**src/rtl/vote_result_reader.sv**
```systemverilog
// ============================================================================
// Module   : vote_result_reader
// Purpose  : Snapshots four candidate counts, streams them as (id, count)
//            records over valid/ready and reports the winner and a tie flag.
//            Optional macro VOTE_RESULT_TOTAL_EN adds a fifth total record.
// Revision : 1.0  initial release
// ============================================================================
`default_nettype none

module vote_result_reader #(
  parameter int COUNT_W = 8
) (
  input  logic               clock,
  input  logic               reset,
  input  logic               start,
  input  logic [COUNT_W-1:0] cand1_vote_recvd,
  input  logic [COUNT_W-1:0] cand2_vote_recvd,
  input  logic [COUNT_W-1:0] cand3_vote_recvd,
  input  logic [COUNT_W-1:0] cand4_vote_recvd,
  output logic               busy,
  output logic               out_valid,
  input  logic               out_ready,
  output logic [2:0]         out_cand_id,
  output logic [COUNT_W+1:0] out_count,
  output logic               result_valid,
  output logic [2:0]         winner_id,
  output logic [COUNT_W-1:0] winner_count,
  output logic               tie
);

  typedef enum logic [1:0] {
    IDLE = 2'd0,
    SEND = 2'd1,
    DONE = 2'd2
  } state_t;

`ifdef VOTE_RESULT_TOTAL_EN
  localparam logic [2:0] LAST_IDX = 3'd4;
`else
  localparam logic [2:0] LAST_IDX = 3'd3;
`endif

  state_t             state;
  logic [COUNT_W-1:0] snap [4];
  logic [2:0]         idx;
  logic [COUNT_W-1:0] max_r;
  logic [2:0]         max_id;
  logic               tie_r;

  logic               xfer;
  logic [2:0]         next_idx;
  logic [COUNT_W-1:0] cur;
  logic [COUNT_W-1:0] nmax;
  logic [2:0]         nid;
  logic               ntie;
  logic [COUNT_W-1:0] fmax;
  logic [2:0]         fid;
  logic               ftie;

  assign xfer     = out_valid && out_ready;
  assign next_idx = idx + 3'd1;
  assign cur      = snap[idx[1:0]];

  // Running maximum after folding in the record currently being transferred.
  always_comb begin
    nmax = max_r;
    nid  = max_id;
    ntie = tie_r;
    if (idx == 3'd0) begin
      nmax = cur;
      nid  = 3'd1;
      ntie = 1'b0;
    end else if (cur > max_r) begin
      nmax = cur;
      nid  = next_idx;
      ntie = 1'b0;
    end else if (cur == max_r) begin
      ntie = 1'b1;
    end
  end

`ifdef VOTE_RESULT_TOTAL_EN
  logic [COUNT_W+1:0] total;
  assign total = {2'b00, snap[0]} + {2'b00, snap[1]} +
                 {2'b00, snap[2]} + {2'b00, snap[3]};
  // The total record comes last, so the registered maximum is already final.
  assign fmax = max_r;
  assign fid  = max_id;
  assign ftie = tie_r;
`else
  assign fmax = nmax;
  assign fid  = nid;
  assign ftie = ntie;
`endif

  always_ff @(posedge clock) begin
    if (reset) begin
      state        <= IDLE;
      for (int i = 0; i < 4; i++) snap[i] <= '0;
      idx          <= '0;
      max_r        <= '0;
      max_id       <= '0;
      tie_r        <= 1'b0;
      busy         <= 1'b0;
      out_valid    <= 1'b0;
      out_cand_id  <= '0;
      out_count    <= '0;
      result_valid <= 1'b0;
      winner_id    <= '0;
      winner_count <= '0;
      tie          <= 1'b0;
    end else begin
      unique case (state)
        IDLE: begin
          result_valid <= 1'b0;
          if (start) begin
            snap[0]     <= cand1_vote_recvd;
            snap[1]     <= cand2_vote_recvd;
            snap[2]     <= cand3_vote_recvd;
            snap[3]     <= cand4_vote_recvd;
            idx         <= 3'd0;
            busy        <= 1'b1;
            out_valid   <= 1'b1;
            out_cand_id <= 3'd1;
            out_count   <= {2'b00, cand1_vote_recvd};
            state       <= SEND;
          end
        end
        SEND: begin
          if (xfer) begin
            if (!idx[2]) begin
              max_r  <= nmax;
              max_id <= nid;
              tie_r  <= ntie;
            end
            if (idx == LAST_IDX) begin
              out_valid    <= 1'b0;
              result_valid <= 1'b1;
              if (fmax == '0) begin
                winner_id    <= 3'd0;
                winner_count <= '0;
                tie          <= 1'b0;
              end else begin
                winner_id    <= fid;
                winner_count <= fmax;
                tie          <= ftie;
              end
              state <= DONE;
            end else begin
              idx <= next_idx;
`ifdef VOTE_RESULT_TOTAL_EN
              if (idx == 3'd3) begin
                out_cand_id <= 3'd0;
                out_count   <= total;
              end else begin
                out_cand_id <= idx + 3'd2;
                out_count   <= {2'b00, snap[next_idx[1:0]]};
              end
`else
              out_cand_id <= idx + 3'd2;
              out_count   <= {2'b00, snap[next_idx[1:0]]};
`endif
            end
          end
        end
        DONE: begin
          result_valid <= 1'b0;
          busy         <= 1'b0;
          state        <= IDLE;
        end
        default: state <= IDLE;
      endcase
    end
  end

endmodule

`default_nettype wire
```
**config.mk**
```make
export PLATFORM = sky130hd
export DESIGN_NAME = vote_result_reader
export DESIGN_NICKNAME = d
export VERILOG_FILES = /design/src/rtl/vote_result_reader.sv
export SDC_FILE = /design/constraint.sdc
export NUM_CORES = 1
export LEC_CHECK = 0
export ABC_CLOCK_PERIOD_IN_PS = 5100
export CAP_MARGIN = 20
export CORE_UTILIZATION = 35
export DETAILED_ROUTE_END_ITERATION = 6
export GPL_ROUTABILITY_DRIVEN = 0
export HOLD_SLACK_MARGIN = 0.06
export PLACE_DENSITY_LB_ADDON = 0.15
export SYNTH_ARGS = -nofsm -noshare
export SYNTH_HDL_FRONTEND = slang
export SYNTH_SLANG_ARGS = --single-unit
```
**constraint.sdc**
```tcl
create_clock -name clock -period 5.1 [get_ports clock]
set_input_delay 1.02 -clock clock [delete_from_list [all_inputs] [get_ports clock]]
set_output_delay 1.02 -clock clock [all_outputs]
set_load 0.01 [all_outputs]
```
Word-level counts from Yosys, hierarchy flattened --
Memories as Yosys holds them, arrays and structs flattened. A register that Yosys moved wholly into a read port is not among the register bits. Cells that the tools add are included.
Operators by class: equality and inequality tests 8, reductions and logical operators 15, multiplexer cells 46, bitwise logic cells 5, add/subtract/negate cells 2, magnitude comparators 1
Operator list (count):
- 8-bit 2-to-1 mux | 7
- 10-bit 2-to-1 mux | 3
- 3-bit 2-to-1 mux | 9
- 10-bit case mux with 2 select lines | 1
- 1-bit 2-to-1 mux | 15
- 3-bit case mux with 2 select lines | 2
- 3-bit AND reduction | 4
- 2-bit 2-to-1 mux | 5
- 8-bit == test | 1
- 8-bit greater-than comparator | 1
- 8-bit zero test | 1
- 2-bit inequality test, second input constant | 4
- 4-bit AND reduction | 2
- 1-bit case mux with 2 select lines | 3
- 2-bit nonzero test | 3
- 1-bit bitwise OR | 4
- 2-bit case mux with 2 select lines | 1
- 3-bit by 1-bit adder with 3-bit output, second input constant | 1
- 3-bit by 2-bit adder with 3-bit output, second input constant | 1
- 3-bit by 2-bit == test with 1-bit output, second input constant | 1
- 3-bit zero test | 1
- 2-bit by 1-bit == test with 1-bit output, second input constant | 1
- 2-bit == test, second input constant | 1
- 2-bit zero test | 1
- 4 further kinds | 4
Storage, ports and cells: input port bits 36, RAM bits 32, output and inout port bits 28, memories kept 1, flip-flop bits (word level) 45, word-level logic and storage cells 91
Memory list:
- snap | depth 4, bits a word 8, rd ports 2, clocked after Yosys merged registers in 1, write ports 4, RTL line 44 | logic [COUNT_W-1:0] snap [4];

Depth between registers and ports, before layout --
depth after elaboration 6, depth in mapped cells 12, mapped depth without buffers 9

Worst setup path after synthesis --
Ideal clock, no wire load.
path kind input port to flip-flop, start point in start, end point mem snap[0][0], enable pin, stages 2, required time 4.634 ns, buffers on the path 0, setup slack 1.184 ns, data arrival time 3.451 ns, cell sequence nand2_1 o21ai_0
RTL lines:
- start, declared | RTL line 15 | input logic start,
- end, declared | RTL line 44

==> impl_metrics.prom <==
# TYPE chip_impl_metric gauge
chip_impl_info{name="cts-root-buf",value="sky130_fd_sc_hd__clkbuf_8"} 1
chip_impl_metric{name="finish.cell_count_without_fillers",unit=""} 526
chip_impl_metric{name="min_period_over_period",unit=""} 0.667
chip_impl_metric{name="clock_insertion_delay_worst_skew",unit="ps"} 350
chip_impl_metric{name="cp.buffers_inverters",unit=""} 0
chip_impl_info{name="synth_top_family_by_area",value="simple AND/OR/NAND/NOR gates"} 1
chip_impl_metric{name="use_met1",unit=""} 0.220
chip_impl_metric{name="cts_sinks",unit=""} 77
chip_impl_metric{name="pwr-share-seq",unit=""} 0.479
chip_impl_metric{name="initial_utilization",unit=""} 0.361
chip_impl_metric{name="rows",unit=""} 37
chip_impl_metric{name="first_global_vias",unit=""} 2663
chip_impl_metric{name="timing.setup.tns",unit="ps"} 0
chip_impl_metric{name="post_synthesis_mux_area_share",unit=""} 0.140
chip_impl_metric{name="post_route_cells_drive_above_1_share",unit=""} 0.118
chip_impl_metric{name="cts-htree-levels",unit=""} 3
chip_impl_metric{name="worst_setup_hold_path_clk_slew",unit="ps"} 80
chip_impl_info{name="synth_most_common_cell",value="sky130_fd_sc_hd__dfxtp_1"} 1
chip_impl_metric{name="report.final.setup_viol",unit=""} 0
chip_impl_info{name="crit_path_top_delay_cell",value="sky130_fd_sc_hd__dfxtp_1"} 1
chip_impl_metric{name="worst-endpoint-required",unit="ps"} 5350
chip_impl_info{name="cts_tree",value="yes"} 1
chip_impl_metric{name="ios",unit=""} 64
chip_impl_metric{name="num_vias",unit=""} 2735
chip_impl_info{name="synth_top_cells_by_count",value="sky130_fd_sc_hd__dfxtp_1 (45), sky130_fd_sc_hd__and2_1 (34), sky130_fd_sc_hd__edfxtp_1 (32)"} 1
chip_impl_info{name="min-delay-path-class",value="flop to flop"} 1
chip_impl_metric{name="synthDominantCellAreaShare",unit=""} 0.258
chip_impl_metric{name="report.final.slew_viol_count",unit=""} 0
chip_impl_metric{name="max_freq",unit="MHz"} 294
chip_impl_metric{name="drc_errors",unit=""} 0
chip_impl_metric{name="synth_enable_flop_cells",unit=""} 32
chip_impl_metric{name="avgRoutedWirePerCell",unit="um"} 16.4
chip_impl_info{name="dominantRegCellSynth",value="sky130_fd_sc_hd__dfxtp_1"} 1
chip_impl_metric{name="switching_share",unit=""} 0.247
chip_impl_info{name="run_status",value="complete, no violations"} 1
chip_impl_metric{name="fp.coreArea",unit="um2"} 10300
chip_impl_metric{name="grt_util_met3",unit=""} 0.0359
chip_impl_metric{name="postRouteAntennaNets",unit=""} 0
chip_impl_metric{name="grt_first_pass_wirelength",unit="um"} 13900
chip_impl_info{name="grt_setup_unrepaired",value="no"} 1
chip_impl_metric{name="grt_remaining_overflow",unit=""} 0
chip_impl_info{name="yosysTopAreaCell",value="sky130_fd_sc_hd__edfxtp_1"} 1
chip_impl_metric{name="die_w",unit="um"} 105
chip_impl_metric{name="antenna_cells_inserted",unit=""} 0
chip_impl_metric{name="post_synth_inst_count",unit=""} 332
chip_impl_metric{name="numPlacedInstances",unit=""} 510
chip_impl_metric{name="avgSynthCellArea",unit="um2"} 11.2
chip_impl_metric{name="period_minus_slack",unit="ps"} 3400
chip_impl_metric{name="initialDrtViolationCount",unit=""} 121
chip_impl_metric{name="global_route_met2_usage",unit=""} 0.256
chip_impl_metric{name="routed_wirelength",unit="um"} 8600
chip_impl_metric{name="synth_area",unit="um2"} 3730
chip_impl_metric{name="die_height",unit="um"} 105
chip_impl_metric{name="worst_case_clock_skew",unit="ps"} 7.75
chip_impl_info{name="timing.critical_path.cells",value="mux4_2, ha_1, nor2b_1, o211ai_1, a211oi_4, or3_1, o211ai_2, o41ai_1"} 1
chip_impl_metric{name="power.ir.vdd_worst",unit="mV"} 0.111
chip_impl_metric{name="synth-simple-area-share",unit=""} 0.149
chip_impl_metric{name="yosys_warnings",unit=""} 0
chip_impl_metric{name="ys_async_rst_share",unit=""} 0
chip_impl_metric{name="first_pass_iters",unit=""} 4
chip_impl_metric{name="timing.hold.ws",unit="ps"} 454
chip_impl_info{name="grt_most_used_layer",value="met2"} 1
chip_impl_metric{name="synth-adder-area-share",unit=""} 0.0369
chip_impl_metric{name="layout.filler_cells",unit=""} 977
chip_impl_metric{name="cap_violations",unit=""} 0
chip_impl_metric{name="post_cts_buffers",unit=""} 0
chip_impl_metric{name="p_int",unit="uW"} 1100
chip_impl_metric{name="worst_slew_margin_rel",unit=""} 0.357
chip_impl_metric{name="buffer_ports.inserted",unit=""} 61
chip_impl_metric{name="hold_violations",unit=""} 0
chip_impl_metric{name="yosys_register_bits",unit=""} 77
chip_impl_metric{name="grt_start_max_net_pins",unit=""} 36
chip_impl_metric{name="worst-path-max-fanout",unit=""} 10
chip_impl_info{name="timing.critical_path.to_type",value="flop"} 1
chip_impl_info{name="setup.worst_path.start_class",value="flop"} 1
chip_impl_metric{name="ctsResizeCount",unit=""} 0
chip_impl_metric{name="yosys.cell_types.count",unit=""} 46
chip_impl_info{name="path_delay_family",value="compound AO/OA/AOI/OAI gates"} 1
chip_impl_metric{name="cts_inserted_buffers",unit=""} 9
chip_impl_metric{name="critical_path.max_stage_delay",unit="ps"} 640
chip_impl_metric{name="route.detailed.vias_per_inst",unit=""} 5.20
chip_impl_metric{name="synth-compound-area-share",unit=""} 0.126
chip_impl_info{name="critical_setup_path_class",value="flop to flop"} 1
chip_impl_metric{name="synth.yosys.seq_area_share",unit=""} 0.499
chip_impl_metric{name="grt_antenna_before_repair",unit=""} 0
chip_impl_metric{name="tightestPinTransition",unit="ps"} 965
chip_impl_metric{name="layout_area_growth_over_synthesis",unit="%"} 25.4
chip_impl_metric{name="ctsHoldBuffers",unit=""} 0
chip_impl_metric{name="power.static_leakage",unit="uW"} 0.00172
chip_impl_metric{name="yosys.area_share.xor_xnor",unit=""} 0.00235
chip_impl_metric{name="cts_max_path_buffers",unit=""} 2
chip_impl_metric{name="die_area",unit="um2"} 11100
chip_impl_metric{name="dp_hpwl",unit="um"} 6140
chip_impl_metric{name="pwr-share-clk",unit=""} 0.380
chip_impl_metric{name="total_switching_power",unit="uW"} 361
chip_impl_metric{name="min_path_cells",unit=""} 2
chip_impl_metric{name="powerDensity",unit="nW/um2"} 312
chip_impl_info{name="synthTopCellsByArea",value="sky130_fd_sc_hd__edfxtp_1 (26%), sky130_fd_sc_hd__dfxtp_1 (24%), sky130_fd_sc_hd__mux4_2 (9.7%)"} 1
chip_impl_metric{name="comb_power_share",unit=""} 0.141
chip_impl_metric{name="crit_cells",unit=""} 8
chip_impl_metric{name="grt_usage",unit=""} 0.163
chip_impl_metric{name="arrival",unit="ps"} 3650
chip_impl_metric{name="design.final.nets",unit=""} 432
chip_impl_metric{name="r2r.worst_path.cells",unit=""} 8
==> cells by family after synthesis <==
group,Yosys count
compound gates,70
xor+xnor,1
fa+ha+maj,11
buf+inv,38
flops,77
mux,32
other cells,1
simple gates,102
==> per-layer routing <==
metal | wire length, um | vias to the layer above
met5 | 0 | -
met4 | 154 | 0
met3 | 363 | 12
met2 | 3900 | 89
met1 | 4190 | 1313
li1 | - | 1321
==> cells in the final DEF, fill, tap and decap left out, types with 3 or more instances in the layout <==
cell type,count
sky130_fd_sc_hd__bufinv_16,3
sky130_fd_sc_hd__inv_1,14
sky130_fd_sc_hd__nor2_1,16
sky130_fd_sc_hd__nand2_1,22
sky130_fd_sc_hd__o221ai_1,8
sky130_fd_sc_hd__mux2i_1,16
sky130_fd_sc_hd__nor3_1,3
sky130_fd_sc_hd__nor4_1,4
sky130_fd_sc_hd__clkdlybuf4s50_1,61
sky130_fd_sc_hd__a211oi_1,3
sky130_fd_sc_hd__mux4_2,16
sky130_fd_sc_hd__buf_4,3
sky130_fd_sc_hd__clkbuf_8,9
sky130_fd_sc_hd__o21ai_0,12
sky130_fd_sc_hd__o41ai_1,3
sky130_fd_sc_hd__dfxtp_1,45
sky130_fd_sc_hd__a21oi_1,30
sky130_fd_sc_hd__or3_1,4
sky130_fd_sc_hd__ha_1,11
sky130_fd_sc_hd__nand3_1,7
sky130_fd_sc_hd__edfxtp_1,32
sky130_fd_sc_hd__and2_1,34
==> final timing paths <==
kind / start / end / slack, ps
max: flop / winner_id[1] / 1700
max reg2reg: flop / winner_id[1] / 1700
min reg2reg: tie / tie / 450
min: tie / tie / 450
==> worst register-to-register path, stage by stage, from the launching register on <==
cell,delay [ps]
sky130_fd_sc_hd__dfxtp_1,640
sky130_fd_sc_hd__mux4_2,630
sky130_fd_sc_hd__ha_1,330
sky130_fd_sc_hd__nor2b_1,130
sky130_fd_sc_hd__o211ai_1,150
sky130_fd_sc_hd__a211oi_4,430
sky130_fd_sc_hd__or3_1,520
sky130_fd_sc_hd__o211ai_2,190
sky130_fd_sc_hd__o41ai_1,280
==> power groups by stage <==
stage	clock network, uW	registers (uW)	logic [uW]
finish	555	700	206
global route	593	704	226
CTS	566	700	208
detailed placement	0	714	207
global placement	0	715	204
floorplan	0	705	138
==> state kept, by name, indices dropped and copies added, names as in the netlist, 2 cells and up, named ones only <==
signal	cells
winner_id	3
snap	32
max_r	8
max_id	3
out_cand_id	3
state	2
idx	3
out_count	8
winner_count	8
==> through the flow <==
stage	util	cell area (um2)	setup slack, ps	power, uW
after floorplan	-	3730	1180	843
after global placement	0.429	4430	1570	919
after detailed placement	0.430	4440	1620	921
after CTS	0.453	4680	1630	1470
after global routing	0.453	4680	1340	1520
final	0.453	4680	1700	1460
==> layout make-up <==
| class | count | area, um2 | share of cell area |
|---|---|---|---|
| sequential | 77 | 1860 | 0.398 |
| multi-input combinational | 218 | 1710 | 0.366 |
| timing repair buffer | 65 | 644 | 0.138 |
| tap | 136 | 170 | 0.0364 |
| clock buffer | 10 | 128 | 0.0273 |
| clock inverter | 6 | 111 | 0.0238 |
| inverter | 14 | 52.6 | 0.0112 |
(Power assumes the default switching activity.)
